## src/rtl/pll_pkg.sv

```systemverilog
// Shared types and helpers for the DCO tuning-bank slewer.
// Width derivation and target clamping live here so sub-blocks agree.
package pll_pkg;

    typedef enum logic [1:0] {
        IDLE,
        SLEW,
        DWELL
    } slew_state_t;

    function automatic int therm_bin_w(input int therm_bits);
        return $clog2(therm_bits + 1);
    endfunction

    function automatic int unsigned clamp_code(
        input int unsigned code,
        input int unsigned max_code
    );
        return (code > max_code) ? max_code : code;
    endfunction

endpackage

```

## src/rtl/bin_to_therm.sv

```systemverilog
// Binary to thermometer encoder: code N sets bits [N-1:0].
// Purely combinational; registered by the caller.
module bin_to_therm
    import pll_pkg::*;
#(
    parameter int THERM_BITS = 255,
    localparam int BIN_W = therm_bin_w(THERM_BITS)
) (
    input  logic [BIN_W-1:0]      code,
    output logic [THERM_BITS-1:0] therm
);

    for (genvar i = 0; i < THERM_BITS; i++) begin : g_bit
        assign therm[i] = (BIN_W'(i) < code);
    end

endmodule

```

## src/rtl/dco_code_slewer.sv

```systemverilog
// Walks the DCO thermometer bank toward a binary target in bounded,
// dwell-spaced steps so the oscillator never sees a large code jump.
module dco_code_slewer
    import pll_pkg::*;
#(
    parameter int THERM_BITS  = 255,
    parameter int BIN_W       = therm_bin_w(THERM_BITS),
    parameter int MAX_STEP    = 4,
    parameter int HOLD_CYCLES = 2,
    parameter int RESET_CODE  = 127
) (
    input  logic                  clk,
    input  logic                  rst,
    input  logic                  target_valid,
    input  logic [BIN_W-1:0]      target_code,
    output logic                  target_ready,
    input  logic                  hold,
    output logic [THERM_BITS-1:0] therm_out,
    output logic [BIN_W-1:0]      current_code,
    output logic                  busy,
    output logic                  settled
);

    localparam int DW = (HOLD_CYCLES > 0) ? $clog2(HOLD_CYCLES + 1) : 1;
    localparam logic [BIN_W-1:0] RST_CODE = BIN_W'(RESET_CODE);
    localparam logic [THERM_BITS:0] RST_ONEHOT =
        (THERM_BITS + 1)'(1) << RESET_CODE;
    localparam logic [THERM_BITS-1:0] RST_THERM =
        THERM_BITS'(RST_ONEHOT - 1'b1);
    localparam logic [DW-1:0] DWELL_LOAD = DW'(HOLD_CYCLES);
    localparam logic [BIN_W:0] STEP_CAP = (BIN_W + 1)'(MAX_STEP);

    slew_state_t            state_q, state_d;
    logic [BIN_W-1:0]       cur_q, cur_d;
    logic [BIN_W-1:0]       tgt_q, tgt_d;
    logic [DW-1:0]          dwell_q, dwell_d;
    logic                   settled_q, settled_d;
    logic [THERM_BITS-1:0]  therm_q, therm_d;

    logic [BIN_W-1:0]       tgt_clamped;
    logic signed [BIN_W:0]  diff;
    logic [BIN_W:0]         mag;
    logic [BIN_W:0]         step;
    logic [BIN_W-1:0]       stepped;

    assign tgt_clamped = BIN_W'(clamp_code(32'(target_code),
                                           32'(THERM_BITS)));

    // Signed difference one bit wider than the code so both directions fit.
    assign diff = $signed({1'b0, tgt_q}) - $signed({1'b0, cur_q});
    assign mag  = diff[BIN_W] ? unsigned'(-diff) : unsigned'(diff);
    assign step = (32'(mag) > 32'(MAX_STEP)) ? STEP_CAP : mag;
    assign stepped = diff[BIN_W] ? cur_q - step[BIN_W-1:0]
                                 : cur_q + step[BIN_W-1:0];

    always_comb begin
        state_d   = state_q;
        cur_d     = cur_q;
        dwell_d   = dwell_q;
        settled_d = 1'b0;
        tgt_d     = target_valid ? tgt_clamped : tgt_q;
        unique case (state_q)
            IDLE: begin
                if (target_valid) begin
                    if (tgt_clamped == cur_q) settled_d = 1'b1;
                    else                      state_d   = SLEW;
                end
            end
            SLEW: begin
                if (!hold) begin
                    cur_d = stepped;
                    if (stepped == tgt_q) settled_d = 1'b1;
                    // A target arriving on the final step keeps us moving
                    // without breaking the inter-step dwell.
                    if (stepped == tgt_q &&
                        !(target_valid && tgt_clamped != stepped)) begin
                        state_d = IDLE;
                    end else if (HOLD_CYCLES > 0) begin
                        dwell_d = DWELL_LOAD;
                        state_d = DWELL;
                    end else begin
                        state_d = SLEW;
                    end
                end
            end
            DWELL: begin
                if (!hold) begin
                    dwell_d = dwell_q - DW'(1);
                    if (dwell_q == DW'(1)) state_d = SLEW;
                end
            end
            default: state_d = IDLE;
        endcase
    end

    bin_to_therm #(
        .THERM_BITS(THERM_BITS)
    ) u_enc (
        .code (cur_d),
        .therm(therm_d)
    );

    always_ff @(posedge clk or posedge rst) begin
        if (rst) begin
            state_q   <= IDLE;
            cur_q     <= RST_CODE;
            tgt_q     <= RST_CODE;
            dwell_q   <= '0;
            settled_q <= 1'b0;
            therm_q   <= RST_THERM;
        end else begin
            state_q   <= state_d;
            cur_q     <= cur_d;
            tgt_q     <= tgt_d;
            dwell_q   <= dwell_d;
            settled_q <= settled_d;
            therm_q   <= therm_d;
        end
    end

    assign target_ready = ~rst;
    assign therm_out    = therm_q;
    assign current_code = cur_q;
    assign busy         = (tgt_q != cur_q);
    assign settled      = settled_q;

endmodule

```

## config.mk

```make
export PLATFORM = sky130hd
export DESIGN_NAME = dco_code_slewer
export DESIGN_NICKNAME = d
export VERILOG_FILES = /design/src/rtl/pll_pkg.sv /design/src/rtl/bin_to_therm.sv /design/src/rtl/dco_code_slewer.sv
export SDC_FILE = /design/constraint.sdc
export NUM_CORES = 1
export LEC_CHECK = 0
export CAP_MARGIN = 20
export CORE_MARGIN = 2
export CORE_UTILIZATION = 30
export CTS_CLUSTER_SIZE = 30
export DETAILED_ROUTE_END_ITERATION = 10
export DONT_BUFFER_PORTS = 1
export GPL_TIMING_DRIVEN = 0
export PLACE_DENSITY = 0.51
export RECOVER_POWER = 50
export SLEW_MARGIN = 20
export SYNTH_ARGS = -nofsm -noshare
export SYNTH_HDL_FRONTEND = slang
export SYNTH_SLANG_ARGS = --single-unit
```

## constraint.sdc

```tcl
create_clock -name clk -period 25.4 [get_ports clk]
set_input_delay 2.54 -clock clk [delete_from_list [all_inputs] [get_ports clk]]
set_output_delay 2.54 -clock clk [all_outputs]
set_load 0.1 [all_outputs]
```

==> key figures, run 1 <==
Timing
  • Min cycle time layout: between 10 and 15 ns
  • Unrepaired setup endpoints after global routing: no
  • Clk_skew: 0.0162 ns
  • FMAX: between 0.07 and 0.08 GHz
  • Hold slack: between 0.5 and 0.6 ns
  • Final worst setup slack: roughly 12 ns
  • Relative slew slack: -262%
  • Final setup vio count: 0
  • Final period utilization: between 50% and 60%
  • Setup TNS: 0 ns
  • Worst-margin pin slew: 5.43 ns
  • Hold Fails Final Rpt: 0
  • Pins Over Slew Limit: 280

GRT
  • First-pass GRT wire length: between 50000 and 60000 um
  • GRT Util Overall: around a fifth
  • Vias in the first global route: ~8200
  • Largest net degree at the start of global routing: around 110
  • Initial antenna violation count: 0
  • Grt ovf: 0

Outcome
  • Run status: finished with violations
  • Violated checks: capacitance limit, slew limit

Run
  • Number of max-cap violations: 3

Placed design
  • Dpl hpwl: 28900 um
  • Port Buf Inserts: 0
  • Final Wtd Congestion: between 0.8 and 0.9
  • Pre-CTS setup slack: 17.75 ns

Synthesis
  • Post-synth top area share: around 33%
  • Avg Cell Area, Syn: ~11 um2
  • Post-synth EDFFs: 0
  • Synthesized instance count: between 1000 and 1500
  • Mux cell area share after synthesis: between 1 and 1.5%
  • #FFs+latches synth: 275
  • Simple-gate area share of the yosys netlist: about 16%
  • Yosys warnings: 0
  • Post-Synth XOR/XNOR Area: 2.89%
  • Largest area contributor in the netlist: dfstp_2
  • Area share of fa/ha/maj cells after synthesis: 2.36%
  • Syn Nets: between 1000 and 1500
  • Largest cells by area after synthesis: dfstp_2 33%, dfrtp_1 30%, nand2_1 5.4%, a21oi_1 3.7%, nor2_1 3.3%
  • Main combinational cell family by area after synthesis: simple AND/OR/NAND/NOR gates
  • Synth Area in Compound Gates: between 10% and 20%
  • Top FF cell, synth: dfstp_2
  • Synthesized area: approximately 11000 um2
  • Distinct cells, synth: between 70 and 80
  • FFs w/ async S/R, synth: 100%
  • Sequential fraction of the synthesis area: a little over three fifths

Cells and area
  • Fillers: 3689
  • Leading cell types in the layout, fill and taps excluded: 163 x nand2_1, 134 x dfrtp_1, 124 x dfstp_1, 100 x nor2_1, 83 x a21oi_1
  • NumNets Final: about 1100
  • Synth-to-Final Area Change: 15.5%
  • Core Util, Final: 35.4%
  • N_diodes: 0
  • Commonest non-fill, non-tap cell in the layout: nand2_1
  • Layout cells sized above 1: 14.7%

Route
  • Vias: between 7000 and 8000
  • DRC Markers: 0
  • Routed WL per cell: between 20 and 30 um
  • Post-DR vias/cell: roughly 5.0
  • Final wirelength: 39400 um
  • DR iter-0 viols: between 300 and 400
  • TritonRoute pass-1 iters: 5
  • Detail Route Antenna Nets: 0

Clock tree
  • CTS tree: yes
  • H-Tree Depth: 1
  • Clock sink total: around 280
  • # resized after CTS: 0
  • Root Driver: clkbuf_16
  • Max Root-Sink Buffers: 3
  • Total CTS buffers: 31
  • CTS Hold Bufs: 0
  • Post-CTS setup buffer count: 0
  • Clock latency on the worst-skew pair: between 0.5 and 0.6 ns
  • CTS clk-pin slew, worst paths: roughly 0.060 ns

Floorplan
  • DIE AREA: just under 40000 um2
  • Die width: around 200 um
  • Number of I/O pins: approximately 280
  • Chip Height: approximately 200 um
  • CORE AREA: around 37000 um2
  • Initial Util: between 30% and 40%
  • Row cnt: 70

Critical path
  • CP max FO: 108
  • CP Cell Sequence: clkinvlp_2 > clkbuf_1 > clkbuf_1
  • Critical Path Start Type: primary input
  • Most used cell, CP: clkbuf_1
  • Worst Setup End Kind: asynchronous set/reset pin
  • Slowest cell on crit path: clkbuf_1
  • CP peak stage delay: around 4.0 ns
  • Crit Path Category: in2async
  • Crit path DAT: 12.58 ns
  • Critical Path RT: ~25 ns

Min path
  • Worst hold path class: reg2reg
-- layout make-up --
cell class | count | area [um2] | share of cell area, %
Timing Repair Buffer | 2 | 7.51 | 0.0577
Sequential cell | 275 | 7060 | 54.2
Inverter | 29 | 110 | 0.846
Tap cell | 468 | 586 | 4.50
Multi-Input combinational cell | 647 | 3760 | 28.9
Clock buffer | 43 | 891 | 6.85
Buffer | 70 | 337 | 2.59
Clock inverter | 15 | 265 | 2.04
-- worst paths after layout --
path                                      startpoint                  endpoint  slack [ns]  cells past startpoint
min in group asynchronous                        rst  therm_out[213]$_DFF_PP0_        3.10                      1
max in group clk                                 rst              target_ready       14.36                      2
min reg2reg                     tgt_q[0]$_DFFE_PP1P_      tgt_q[0]$_DFFE_PP1P_        0.53                      2
max                                              rst  therm_out[160]$_DFF_PP0_       12.21                      3
min                             tgt_q[0]$_DFFE_PP1P_      tgt_q[0]$_DFFE_PP1P_        0.53                      2
max reg2reg                current_code[1]$_DFF_PP1_  therm_out[200]$_DFF_PP0_       17.75                     24
-- metrics by stage --
step,area (um2),std cells
global placement,11800,1489
CTS,13100,1549
detailed placement,11900,1491
global route,13000,1549
floorplan,11300,1021
finish,13000,1549
-- state kept, by name, indices dropped and copies added, names as in the netlist --
signal        flops
current_code      7
dwell_q           2
settled           1
state_q           2
tgt_q             8
therm_out       255
-- synthesized netlist by cell type (7+ instances only) --
cell,count
a21o_1,16
a21oi_1,83
buf_2,34
clkbuf_1,29
dfrtp_1,134
dfstp_2,141
ha_1,18
inv_1,25
mux2i_1,7
nand2_1,163
nand3_1,44
nor2_1,100
nor3_1,7
nor3_2,17
nor3b_2,14
nor4_1,7
o21ai_0,44
xnor2_1,22
xor2_1,10
-- cells by family after synthesis --
logic type / Yosys count
and+or+nand+nor: 385
DFF: 275
AOI/OAI and AO/OA: 195
buffers and inverters: 99
xor gates and xnor gates: 34
adders and majority gates: 20
muxes: 13
-- critical path: cells and delay by family --
kind / cells / cell delay (ns)
buffers and inverters: 3 / 9.83
-- routing by layer --
metal / global-route usage [%] / wire (um) / part of all wire [%]
met1: 26.4 / 17000 / 43
met2: 32.0 / 18100 / 46
met3: 6.93 / 3420 / 8.7
met4: 5.40 / 896 / 2.3
met5: 0 / 0 / 0
Power of run 1 is not shown: default switching activity piles up to over one toggle a cycle in this logic, so the estimate is an artifact.
==> run 2: changes to the inputs <==
Settings changed: PLACE_DENSITY 0.51 to 0.52.
Clock period 25.4 ns to 11 ns, I/O delays scaled along.
==> key figures, run 2 (synthesis gave the netlist of run 1 again) <==
Cells and area
  • Largest register FFs: 255 (unchanged)
  • Layout cells sized above 1: 13.9% (was 14.7%)
  • Commonest non-fill, non-tap cell in the layout: nand2_1 (unchanged)
  • Synth-to-Final Area Change: 14.4% (was 15.5%)
  • Leading cell types in the layout, fill and taps excluded: 163 x nand2_1, 134 x dfrtp_1, 125 x dfstp_1, 100 x nor2_1, 83 x a21oi_1 (was 163 x nand2_1, 134 x dfrtp_1, 124 x dfstp_1, 100 x nor2_1, 83 x a21oi_1)
  • Finished Cell Area: 12900 um2 (was 13000 um2)
  • NumNets Final: 1087 (was 1088)
  • N_diodes: 0 (unchanged)
  • Core Util, Final: 35.0% (was 35.4%)

Clock tree
  • H-Tree Depth: 1 (unchanged)
  • CTS Hold Bufs: 0 (unchanged)
  • # resized after CTS: 0 (unchanged)
  • Clock sink total: 275 (unchanged)
  • Post-CTS setup buffer count: 0 (unchanged)
  • Max Root-Sink Buffers: 3 (unchanged)
  • CTS tree: yes (unchanged)
  • CTS clk-pin slew, worst paths: 0.06 ns (about the same)
  • Total CTS buffers: 30 (was 31)
  • Root Driver: clkbuf_16 (unchanged)
  • Clock latency on the worst-skew pair: 0.59 ns (about the same)

Critical path
  • Critical Path RT: 11.46 ns (was 24.79 ns)
  • Crit path buffers/inverters: 4 (was 3)
  • CP max FO: 10 (was 108)
  • Crit path DAT: 8.15 ns (was 12.58 ns)
  • Crit Path Category: reg2reg (was in2async)
  • Worst Setup End Kind: flop (was asynchronous set/reset pin)
  • CP peak stage delay: 0.94 ns (was 4.00 ns)
  • Crit-path leading delay family: simple AND/OR/NAND/NOR gates (was buffers and inverters)
  • Slowest cell on crit path: dfstp_2 (was clkbuf_1)
  • Critical Path Start Type: flop (was primary input)
  • CP Cell Sequence: inv_1 > fa_1 > inv_1 > ha_1 > or3_1 > nor3_1 > a21oi_1 > o41a_1 > a211o_1 > or2_2 > ha_1 > nor2_1 > xor2_1 > ha_1 > xor2_1 > a21oi_1 > inv_1 > clkbuf_1 > nor2_1 > nand2_1 > nand2_1 > nand2_1 > o21ai_0 > nor2_1 (was clkinvlp_2 > clkbuf_1 > clkbuf_1)

Floorplan
  • Initial Util: 30.6% (unchanged)
  • Number of I/O pins: 278 (unchanged)
  • Chip Height: 198 um (unchanged)
  • Row cnt: 70 (unchanged)
  • DIE AREA: 39100 um2 (unchanged)
  • CORE AREA: 36800 um2 (unchanged)
  • Die width: 198 um (unchanged)

Outcome
  • Violated checks: capacitance limit, slew limit (unchanged)
  • Run status: finished with violations (unchanged)

Timing
  • FMAX: about 0.13 GHz
  • Final setup vio count: 0 (unchanged)
  • Relative slew slack: -198% (was -262%)
  • Pins Over Slew Limit: 78 (was 280)
  • Unrepaired setup endpoints after global routing: no (unchanged)
  • Min cycle time layout: slightly below 8 ns
  • Clk_skew: 0.0251 ns (was 0.0162 ns)
  • Final worst setup slack: 3.32 ns (was 12.21 ns)
  • Worst-margin pin slew: 4.45 ns (was 5.43 ns)
  • Final period utilization: a little over two thirds
  • Hold Fails Final Rpt: 0 (unchanged)

GRT
  • First-pass GRT wire length: 56300 um (was 57300 um)
  • Vias in the first global route: 8098 (was 8225)
  • GRT Util Overall: 19.9% (was 20.2%)
  • Largest net degree at the start of global routing: 104 (was 109)
  • Grt ovf: 0 (unchanged)
  • Initial antenna violation count: 0 (unchanged)

Run
  • Number of max-cap violations: 1 (was 3)

Placed design
  • Port Buf Inserts: 0 (unchanged)
  • Area after DPL: 11900 um2 (unchanged)
  • Final Wtd Congestion: 0.827 (was 0.845)
  • Pre-CTS setup slack: 3.32 ns (was 17.75 ns)
  • Dpl hpwl: 28800 um (was 28900 um)

Route
  • Routed WL per cell: 25.4 um (about the same)
  • DR iter-0 viols: 468 (was 377)
  • TritonRoute pass-1 iters: 5 (unchanged)
  • DRC Markers: 0 (unchanged)
  • Detail Route Antenna Nets: 0 (unchanged)
  • Post-DR vias/cell: 5.02 (was 5.03)
  • Vias: 7770 (was 7795)
  • Final wirelength: 39200 um (was 39400 um)

Min path
  • Worst hold path class: reg2reg (unchanged)
[run 2: cell types whose count changed in the layout (fill, tap and decap cells not counted), sizes merged]
cell / delta
bufinv: -4
clkinvlp: +1
inv: -1
clkbuf: +2
buf: +2
clkinv: -2
[run 2: final timing paths]
path / start / endpoint / slack (ns) / cells past startpoint
max: current_code[1]$_DFF_PP1_ / therm_out[200]$_DFF_PP0_ / 3.32 / 24
min: dwell_q[1]$_DFFE_PP0P_ / dwell_q[1]$_DFFE_PP0P_ / 0.52 / 2
max reg2reg: current_code[1]$_DFF_PP1_ / therm_out[200]$_DFF_PP0_ / 3.32 / 24
min reg2reg: dwell_q[1]$_DFFE_PP0P_ / dwell_q[1]$_DFFE_PP0P_ / 0.52 / 2
max in group asynchronous: rst / therm_out[10]$_DFF_PP1_ / 7.15 / 3
min in group asynchronous: rst / therm_out[211]$_DFF_PP0_ / 1.72 / 1
[run 2: final cells by class]
cell class                 instances  area, um2
sequential                       275       7060
buffer                            70        337
fill                            3730      23900
clock inverter                     9        129
clock buffer                      47        855
inverter                          29        110
multi-input combinational        647       3760
tap                              468        586
timing repair buffer               2       55.1
[run 2: worst min-delay path, stage by stage (launching register included)]
cell and delay (ns):
dfrtp_1 0.32, inv_1 0.05, a31oi_1 0.12
[run 2: metrics by stage]
stage,instances,setup TNS (ns),hold WS [ns]
2_1_floorplan,1021,0,0.479
3_3_place_gp,1489,-159.70,0.520
3_5_place_dp,1491,0,0.521
4_1_cts,1547,0,0.481
5_1_grt,1547,0,0.538
6_report,1547,0,0.525
[run 2: routing by layer]
metal | vias to the layer above | track usage [%] | share of wire (%)
met5 | - | 0 | 0
met4 | 0 | 7.24 | 3.6
met3 | 73 | 6.57 | 8.7
met2 | 297 | 31.0 | 45
met1 | 3911 | 25.7 | 42
li1 | 3489 | - | -
Power of run 2 is left out for the same reason.
==> run 3: changes to the inputs <==
Settings changed: PLACE_DENSITY 0.52 to 0.51.
Clock period 11 ns to 8 ns, I/O delays scaled along.
==> key figures, run 3 (synthesis gave the netlist of run 1 again) <==
Outcome
  • Run status: finished with violations (unchanged)
  • Violated checks: capacitance limit, slew limit (unchanged)

Floorplan
  • Initial Util: 30.6% (unchanged)
  • CORE AREA: 36800 um2 (unchanged)
  • Chip Height: 198 um (unchanged)
  • Die width: 198 um (unchanged)
  • Row cnt: 70 (unchanged)
  • Number of I/O pins: 278 (unchanged)
  • DIE AREA: 39100 um2 (unchanged)

Timing
  • FMAX: 0.134 GHz (was 0.130 GHz)
  • Hold Fails Final Rpt: 0 (unchanged)
  • Setup TNS: 0 ns (unchanged)
  • Final period utilization: 93.1% (was 69.9%)
  • Worst-margin pin slew: 1.80 ns (was 4.45 ns)
  • Pins Over Slew Limit: 234 (was 78)
  • Clk_skew: 0.0240 ns (was 0.0251 ns)
  • Relative slew slack: -19.9% (was -198%)
  • Min cycle time layout: 7.45 ns (was 7.68 ns)
  • Unrepaired setup endpoints after global routing: no (unchanged)
  • Final setup vio count: 0 (unchanged)

Route
  • TritonRoute pass-1 iters: 5 (unchanged)
  • Post-DR vias/cell: 5.05 (was 5.02)
  • DR iter-0 viols: 374 (was 468)
  • Vias: 7861 (was 7770)
  • Routed WL per cell: 25.3 um (was 25.4 um)
  • DRC Markers: 0 (unchanged)
  • Final wirelength: 39400 um (was 39200 um)
  • Detail Route Antenna Nets: 0 (unchanged)

GRT
  • First-pass GRT wire length: 57900 um (was 56300 um)
  • Vias in the first global route: 8351 (was 8098)
  • Largest net degree at the start of global routing: 36 (was 104)
  • Initial antenna violation count: 0 (unchanged)
  • Grt ovf: 0 (unchanged)
  • GRT Util Overall: 20.4% (was 19.9%)

Run
  • Number of max-cap violations: 8 (was 1)

Placed design
  • Area after DPL: 12100 um2 (was 11900 um2)
  • Final Wtd Congestion: 0.831 (was 0.827)
  • Port Buf Inserts: 0 (unchanged)
  • Dpl hpwl: 29400 um (was 28800 um)

Critical path
  • Worst Setup End Kind: flop (unchanged)
  • Most used cell, CP: nand2_1
  • Critical Path Start Type: flop (unchanged)
  • Crit path DAT: 7.91 ns (was 8.15 ns)
  • Slowest cell on crit path: dfstp_2 (unchanged)
  • CP peak stage delay: 0.93 ns (was 0.94 ns)
  • Critical Path RT: 8.46 ns (was 11.46 ns)
  • CP Launch Point: current_code[1]$_DFF_PP1_ (unchanged)
  • Reg2reg start: current_code[1]$_DFF_PP1_ (unchanged)
  • Crit Path Category: reg2reg (unchanged)
  • CP Cell Sequence: inv_1 > fa_1 > inv_1 > ha_1 > or3_1 > nor3_1 > a21oi_1 > o41a_1 > a211o_1 > or2_2 > ha_1 > a2bb2oi_1 > fa_1 > a21oi_1 > clkinv_1 > nor2_1 > nand2_1 > nand2_1 > nand2_1 > o21ai_0 > nor2_1 (was inv_1 > fa_1 > inv_1 > ha_1 > or3_1 > nor3_1 > a21oi_1 > o41a_1 > a211o_1 > or2_2 > ha_1 > nor2_1 > xor2_1 > ha_1 > xor2_1 > a21oi_1 > inv_1 > clkbuf_1 > nor2_1 > nand2_1 > nand2_1 > nand2_1 > o21ai_0 > nor2_1)
  • CP max FO: 9 (was 10)

Cells and area
  • Leading cell types in the layout, fill and taps excluded: 163 x nand2_1, 134 x dfrtp_1, 125 x dfstp_1, 98 x nor2_1, 81 x a21oi_1 (was 163 x nand2_1, 134 x dfrtp_1, 125 x dfstp_1, 100 x nor2_1, 83 x a21oi_1)
  • Largest register FFs: 255 (unchanged)
  • Layout cells sized above 1: 14.9% (was 13.9%)
  • Synth-to-Final Area Change: 15.1% (was 14.4%)
  • NumNets Final: 1096 (was 1087)
  • Finished Cell Area: 13000 um2 (was 12900 um2)
  • Core Util, Final: 35.3% (was 35.0%)
  • N_diodes: 0 (unchanged)
  • Commonest non-fill, non-tap cell in the layout: nand2_1 (unchanged)

Clock tree
  • CTS tree: yes (unchanged)
  • H-Tree Depth: 1 (unchanged)
  • Total CTS buffers: 31 (was 30)
  • Clock latency on the worst-skew pair: 0.59 ns (about the same)
  • CTS clk-pin slew, worst paths: 0.06 ns (about the same)
  • Max Root-Sink Buffers: 3 (unchanged)
  • Root Driver: clkbuf_16 (unchanged)
  • Clock sink total: 275 (unchanged)
  • Post-CTS setup buffer count: 0 (unchanged)

Min path
  • Worst hold path class: in2async (was reg2reg)
==> run 3: cell types whose count changed in the layout (fill, tap and decap cells not counted), moves of 2 or more <==
cell and change:
a21oi_1 -2, a21oi_2 +2, buf_16 -2, clkbuf_1 +2, clkinv_4 +4, nor2_1 -2
nor2_2 +2
==> run 3: cell type report <==
type,count,area (um2)
Fill cell,3740,23800
Sequential cell,275,7060
Clock buffer,42,867
Inverter,29,110
Clock inverter,16,200
Tap cell,468,586
Timing Repair Buffer,10,37.5
Buffer,70,338
Multi-Input combinational cell,647,3770
==> run 3: path summary, 6_finish.rpt <==
check	end	slack (ns)	cells past startpoint
max	therm_out[200]$_DFF_PP0_	0.55	21
min	therm_out[83]$_DFF_PP1_	0.14	1
max reg2reg	therm_out[200]$_DFF_PP0_	0.55	21
min reg2reg	tgt_q[0]$_DFFE_PP1P_	0.52	2
max in group asynchronous	therm_out[163]$_DFF_PP0_	2.70	5
min in group clk	tgt_q[0]$_DFFE_PP1P_	0.35	2
==> run 3: layer usage <==
layer / GRT usage, % / share of wire (%)
met1: 26.6 / 43
met2: 31.7 / 45
met3: 7.12 / 9.4
met4: 6.27 / 3.3
met5: 0 / 0
==> run 3: repair_timing <==
item                                    4_1_cts  5_1_grt
endpoints found under the setup margin        0       12
hold buffers                                  0        0
gates resized for setup                       0        6
==> run 3: critical path, delay by kind of cell, from the launching register on <==
family	cells	cell delay, ns
AND/OR/NAND/NOR	8	2.00
AO/OA/AOI/OAI	6	1.96
adder cells (fa/ha/maj)	4	1.68
flip-flops	1	0.93
buffers and inverters	3	0.73
==> run 3: per-stage QoR <==
| step | setup slack [ns] | hold slack [ns] | instances |
|---|---|---|---|
| finish | 0.549 | 0.141 | 1557 |
| CTS | 0.328 | 0.113 | 1557 |
| floorplan | 1.78 | 0.479 | 1021 |
| detailed placement | 0.317 | 0.522 | 1499 |
| global placement | 0.345 | 0.518 | 1489 |
| global route | 0.0734 | 0.140 | 1557 |
Power of run 3 is left out for the same reason.
